### src/rtl/render_pkg.sv
// Shared definitions for the render_* block family: screen defaults, field widths, modes, FSM states.
// Latency: n/a (types and constants only).
// Backpressure: n/a.
package render_pkg;

  localparam int SCREEN_W_DEF = 320;
  localparam int SCREEN_H_DEF = 240;
  localparam int X_W_DEF      = 9;
  localparam int Y_W_DEF      = 8;
  localparam int COLOR_W_DEF  = 3;
  localparam int BW_W_DEF     = 4;

  // Draw modes; encoding 3 is reserved and falls through to plain fill.
  localparam logic [1:0] MODE_FILL        = 2'd0;
  localparam logic [1:0] MODE_FILL_BORDER = 2'd1;
  localparam logic [1:0] MODE_OUTLINE     = 2'd2;

  typedef enum logic [1:0] {
    ST_IDLE = 2'd0,
    ST_DRAW = 2'd1,
    ST_DONE = 2'd2
  } render_state_t;

endpackage

### src/rtl/rect_scan_counter.sv
// Raster-order 2-D counter: cx runs 0..width-1, then wraps and bumps cy; last flags the final cell.
// Latency: counts update one cycle after advance; last is combinational from the counters.
// Backpressure: holds its position whenever advance is low.
module rect_scan_counter
  import render_pkg::*;
#(
  parameter int X_W = X_W_DEF,
  parameter int Y_W = Y_W_DEF
) (
  input  logic           clk,
  input  logic           resetn,
  input  logic           clear,
  input  logic           advance,
  input  logic [X_W-1:0] width,
  input  logic [Y_W-1:0] height,
  output logic [X_W-1:0] cx,
  output logic [Y_W-1:0] cy,
  output logic           last
);

  logic row_end;

  // End-of-row / end-of-rect detection, widened so width-1 never wraps.
  always_comb begin
    row_end = ({1'b0, cx} == ({1'b0, width} - {{X_W{1'b0}}, 1'b1}));
    last    = row_end && ({1'b0, cy} == ({1'b0, height} - {{Y_W{1'b0}}, 1'b1}));
  end

  // Counter register: clear wins over advance.
  always_ff @(posedge clk) begin
    if (!resetn) begin
      cx <= '0;
      cy <= '0;
    end else if (clear) begin
      cx <= '0;
      cy <= '0;
    end else if (advance) begin
      if (row_end) begin
        cx <= '0;
        cy <= cy + 1'b1;
      end else begin
        cx <= cx + 1'b1;
      end
    end
  end

endmodule

### src/rtl/render_rect_stream.sv
// Rasterises one rectangle per start into a clipped pixel stream (fill, fill+border, outline).
// Latency: first candidate the cycle after start; done after width*height candidate cycles plus stalls.
// Backpressure: a plotted pixel is held stable until ready; skipped pixels cost one cycle each.
module render_rect_stream
  import render_pkg::*;
#(
  parameter int SCREEN_W = SCREEN_W_DEF,
  parameter int SCREEN_H = SCREEN_H_DEF,
  parameter int X_W      = X_W_DEF,
  parameter int Y_W      = Y_W_DEF,
  parameter int COLOR_W  = COLOR_W_DEF,
  parameter int BW_W     = BW_W_DEF
) (
  input  logic               clk,
  input  logic               resetn,
  input  logic               start,
  input  logic               abort,
  input  logic [X_W-1:0]     origin_x,
  input  logic [Y_W-1:0]     origin_y,
  input  logic [X_W-1:0]     width,
  input  logic [Y_W-1:0]     height,
  input  logic [COLOR_W-1:0] back_color,
  input  logic [COLOR_W-1:0] border_color,
  input  logic [BW_W-1:0]    border_w,
  input  logic [1:0]         mode,
  input  logic               ready,
  output logic [X_W-1:0]     x_stream,
  output logic [Y_W-1:0]     y_stream,
  output logic [COLOR_W-1:0] color_stream,
  output logic               plot,
  output logic               busy,
  output logic               done
);

  localparam logic [X_W:0] X_LIM = (X_W+1)'(SCREEN_W);
  localparam logic [Y_W:0] Y_LIM = (Y_W+1)'(SCREEN_H);

  render_state_t state_q, state_d;

  logic [X_W-1:0]     ox_q, w_q;
  logic [Y_W-1:0]     oy_q, h_q;
  logic [COLOR_W-1:0] back_q, bord_q;
  logic [BW_W-1:0]    bw_q;
  logic [1:0]         mode_q;

  logic [X_W-1:0] cx;
  logic [Y_W-1:0] cy;
  logic           last;
  logic           clear, advance;

  logic [X_W:0]       ax, bw_x;
  logic [Y_W:0]       ay, bw_y;
  logic               in_border, skip;
  logic [COLOR_W-1:0] pix_color;

  rect_scan_counter #(
    .X_W (X_W),
    .Y_W (Y_W)
  ) u_scan (
    .clk     (clk),
    .resetn  (resetn),
    .clear   (clear),
    .advance (advance),
    .width   (w_q),
    .height  (h_q),
    .cx      (cx),
    .cy      (cy),
    .last    (last)
  );

  // Snapshot the rectangle attributes when a start is accepted so later input changes are ignored.
  always_ff @(posedge clk) begin
    if (!resetn) begin
      ox_q   <= '0;
      oy_q   <= '0;
      w_q    <= '0;
      h_q    <= '0;
      back_q <= '0;
      bord_q <= '0;
      bw_q   <= '0;
      mode_q <= MODE_FILL;
    end else if (state_q == ST_IDLE && start) begin
      ox_q   <= origin_x;
      oy_q   <= origin_y;
      w_q    <= width;
      h_q    <= height;
      back_q <= back_color;
      bord_q <= border_color;
      bw_q   <= border_w;
      mode_q <= mode;
    end
  end

  // Candidate pixel datapath: absolute position, border membership, clipping and colour.
  always_comb begin
    ax   = {1'b0, ox_q} + {1'b0, cx};
    ay   = {1'b0, oy_q} + {1'b0, cy};
    bw_x = (X_W+1)'(bw_q);
    bw_y = (Y_W+1)'(bw_q);
    // cx + bw >= width is the overflow-free form of cx >= width - bw.
    in_border = (bw_q != '0) &&
                (({1'b0, cx} < bw_x) || (({1'b0, cx} + bw_x) >= {1'b0, w_q}) ||
                 ({1'b0, cy} < bw_y) || (({1'b0, cy} + bw_y) >= {1'b0, h_q}));
    skip = (ax >= X_LIM) || (ay >= Y_LIM) || ((mode_q == MODE_OUTLINE) && !in_border);
    case (mode_q)
      MODE_FILL_BORDER: pix_color = in_border ? bord_q : back_q;
      MODE_OUTLINE:     pix_color = bord_q;
      default:          pix_color = back_q;
    endcase
  end

  // State register.
  always_ff @(posedge clk) begin
    if (!resetn) begin
      state_q <= ST_IDLE;
    end else begin
      state_q <= state_d;
    end
  end

  // Next-state and stream outputs; abort outranks advancing the scan.
  always_comb begin
    state_d      = state_q;
    clear        = 1'b0;
    advance      = 1'b0;
    plot         = 1'b0;
    busy         = 1'b0;
    done         = 1'b0;
    x_stream     = '0;
    y_stream     = '0;
    color_stream = '0;
    case (state_q)
      ST_IDLE: begin
        if (start) begin
          clear   = 1'b1;
          state_d = (width == '0 || height == '0) ? ST_DONE : ST_DRAW;
        end
      end
      ST_DRAW: begin
        busy = 1'b1;
        plot = !skip;
        if (!skip) begin
          x_stream     = ax[X_W-1:0];
          y_stream     = ay[Y_W-1:0];
          color_stream = pix_color;
        end
        if (abort) begin
          state_d = ST_IDLE;
        end else if (skip || ready) begin
          advance = 1'b1;
          if (last) state_d = ST_DONE;
        end
      end
      ST_DONE: begin
        busy    = 1'b1;
        done    = !abort;
        state_d = ST_IDLE;
      end
      default: state_d = ST_IDLE;
    endcase
  end

endmodule
### config.mk
export PLATFORM = sky130hd
export DESIGN_NAME = render_rect_stream
export DESIGN_NICKNAME = d
export VERILOG_FILES = /design/src/rtl/render_pkg.sv /design/src/rtl/rect_scan_counter.sv /design/src/rtl/render_rect_stream.sv
export SDC_FILE = /design/constraint.sdc
export NUM_CORES = 1
export LEC_CHECK = 0
export ABC_CLOCK_PERIOD_IN_PS = 10100
export CAP_MARGIN = 20
export CORE_UTILIZATION = 45
export CTS_CLUSTER_DIAMETER = 120
export DETAILED_ROUTE_END_ITERATION = 8
export GPL_TIMING_DRIVEN = 0
export PLACE_DENSITY = 0.76
export SLEW_MARGIN = 40
export SYNTH_ARGS = -nofsm -noshare
export SYNTH_HDL_FRONTEND = slang
export SYNTH_SLANG_ARGS = --single-unit
export TNS_END_PERCENT = 30
### constraint.sdc
create_clock -name clk -period 10.1 [get_ports clk]
set_input_delay 1.515 -clock clk [delete_from_list [all_inputs] [get_ports clk]]
set_output_delay 1.515 -clock clk [all_outputs]
set_load 0.05 [all_outputs]
==> out/summary.txt <==
# diodes -> 0
final setup TNS -> 0 ns
Total GRT Usage -> 0.2749
via count -> 5308
first-pass GRT wire length -> 25210 um
crit-path max FO -> 10
post-synthesis sequential area ratio -> 0.2467
clock tree from TritonCTS -> yes
FP Rows -> 39
Max Cap Violations -> 0
core area -> 11420 um^2
Post-CTS Resized -> 0
setup repair after global routing missed its margin -> false
IO Count -> 74
final worst path period share -> 0.7301
CTS Root Cell -> clkbuf_16
Worst Skew -> 0.006233 ns
via/cell ratio -> 5.814
relative slew slack -> 0.4555
Worst-path clk slew -> 0.06 ns
remaining antenna violation count -> 0
startpoint types -> flop
routability cong. -> 1.009
die span in y -> 110.3 um
syn_area_per_cell -> 7.746 um^2
worst slew pin tran -> 0.8159 ns
slowest cell on the critical path -> clkdlybuf4s50_1
Synth Flop Type -> dfxtp_1
Post-synth ARST share -> 0
power per cell area -> 128.4 nW/um^2
reg2reg path depth -> 16
Final setup viols -> 0
Final Hold Vio Count -> 0
clk_lat worst skew -> 0.34 ns
P_leak -> 2.590 nW
GRT overflow -> 0
post-synthesis register bit count -> 65
Die Wd -> 110.3 um
Buffers on Ports -> 73
full die area -> 12160 um^2
CP Class -> flop to output port
Largest stage delay, worst path -> 0.84 ns
post-detail-place hpwl -> 12280 um
setup bufs post-CTS -> 0
Crit. End Element -> output port
H-tree levels -> 3
largest net degree at the start of global routing -> 11
routed wire length -> 15560 um
cell taking the most area after synthesis -> dfxtp_1
Post-synth EDFFs -> 0
Post-Syn Nets -> 795
share of cells above drive strength 1 -> 0.03117
crit-path cells -> inv_1 > ha_1 > inv_1 > a21oi_1 > o31a_1 > or2_2 > xnor2_1 > ha_1 > nand3_1 > or3_1 > o22a_1 > o2111ai_1 > o211ai_1 > nor2_1 > nand2_1 > clkbuf_1 > nor2_1 > clkdlybuf4s50_1
Num CTS Buffers -> 9
drt first pass iters -> 5
CTS Hold Bufs -> 0
share of the synthesized area in the top cell type -> 0.2467
Synth Warn # -> 0
Starting Density -> 0.4620
status -> complete, no violations
Worst Hold Class -> flop to flop
WP data required -> 8.59 ns
DRT iter0 DRCs -> 438
drt wl/cell -> 17.05 um
fmax -> 135.6 MHz
Sink Count -> 65
Final nets -> 879
area grow syn2layout -> 22.89%
VDD IR-drop max -> 0.00008381 V
Pins Over Slew Limit -> 0
largest buffer count on any clock path -> 2
Cell variety after synth -> 62
drt drc -> 0
via count of the first global-routing pass -> 5188
initial antenna violation count -> 0
synth top area cells -> dfxtp_1, ha_1, nand2_1
post-layout util -> 0.5677
Arrival @ worst endpoint -> 5.86 ns
min Tclk post-route -> 7.374 ns
mapped cell area -> 5275 um^2
Worst Hold Depth -> 2
Mapped Cells -> 681
path summary, 6_finish.rpt:
path,start,endpoint,slack (ns)
worst min register to register,oy_q[5],oy_q[5],0.47
worst min-delay path,oy_q[5],oy_q[5],0.47
worst max-delay path,bw_q[1],color_stream[1],2.73
worst max register to register,bw_q[0],u_scan.cy[6],5.45
routing by layer:
metal | part of all wire | wire, um | vias up | global-route usage
li1 | - | - | 2564 | -
met1 | 0.43 | 6696 | 2506 | 0.3344
met2 | 0.47 | 7251 | 192 | 0.4583
met3 | 0.063 | 977 | 46 | 0.04879
met4 | 0.041 | 637 | 0 | 0.1504
met5 | 0 | 0 | - | 0
cell families (layout without fill, tap and decap cells):
| family | after synthesis | count (layout) | synth area share |
|---|---|---|---|
| AND/OR/NAND/NOR | 263 | 263 | 0.2294 |
| XOR/XNOR | 54 | 54 | 0.08966 |
| buffers and inverters | 73 | 162 | 0.05218 |
| adder cells (fa/ha/maj) | 63 | 63 | 0.1551 |
| multiplexers | 3 | 3 | 0.005693 |
| flip-flops | 65 | 65 | 0.2467 |
| AO/OA/AOI/OAI | 160 | 160 | 0.2213 |
state kept, by name, indices dropped and copies added, names as in the netlist:
register	cells
ox_q	9
u_scan.cx	9
w_q	9
h_q	8
oy_q	8
u_scan.cy	8
bw_q	4
back_q	3
bord_q	3
mode_q	2
state_q	2
cells in the final DEF (no fill, tap or decap), drive strengths merged, types with 7 or more instances in the layout:
cell type	instances
clkbuf	40
and3	8
a211oi	9
inv	45
o21ai	15
a21o	9
nor2	55
a21oi	23
clkdlybuf4s50	73
nand2b	7
nand2	119
nor3	13
or4	7
xor2	18
a21boi	47
nand3	13
xnor2	36
nand4	11
dfxtp	65
ha	59
cell usage after synthesis (all sizes together), types with 2 or more instances:
cell and n:
o21ai 15, a21o 9, nand3b 3, nor3b 2
nand2b 7, nor4 6, o2111ai 4, nor2b 4
buf 2, clkbuf 26, nor2 55, nand4 11
o211a 2, xor2 18, o21bai 5, o21a 4
dfxtp 65, a21oi 23, fa 4, a31oi 3
a2111oi 6, and2 4, ha 59, o221ai 3
a21boi 47, o211ai 5, or3 6, a221o 2
o31ai 3, a32oi 3, a211oi 9, mux2i 3
o22ai 2, xnor2 36, a211o 2, and3 8
or4 7, nand3 13, nor3 13, or2 4
o2111a 2, inv 45, nand2 119
metrics by stage:
| step | power [mW] | std cells | setup slack [ns] | hold slack (ns) | area, um^2 |
|---|---|---|---|---|---|
| global route | 0.8718 | 913 | 2.442 | 0.4888 | 6482 |
| CTS | 0.8326 | 913 | 2.799 | 0.4726 | 6482 |
| finish | 0.8325 | 913 | 2.726 | 0.4686 | 6482 |
| detailed placement | 0.5207 | 897 | 3.188 | 0.4649 | 6191 |
| global placement | 0.5125 | 897 | 3.317 | 0.4587 | 6185 |
| floorplan | 0.4415 | 681 | 4.286 | 0.4431 | 5275 |
report_power, final:
group | switching, mW | internal, mW | total (mW)
registers | 0.0193 | 0.274 | 0.294
logic | 0.133 | 0.0920 | 0.225
clock network | 0.116 | 0.198 | 0.314
cell type report:
type	count	area, um^2
repair buffers	73	730.7
clock inverters	2	37.54
well taps	143	178.9
fillers	1063	4936
inverters	45	168.9
clock buffers	14	254.0
multi-input cells	543	3705
plain buffers	28	106.4
flip-flops and latches	65	1301
worst max-delay path, delay by kind of cell (launching register included):
kind / cells / cell delay [ns]
simple gates: 6 / 1.85
fa+ha+maj: 2 / 0.66
xor+xnor: 1 / 0.13
compound gates: 5 / 0.95
buf+inv: 4 / 1.44
flops: 1 / 0.47
Power figures use the tool's default switching activity.
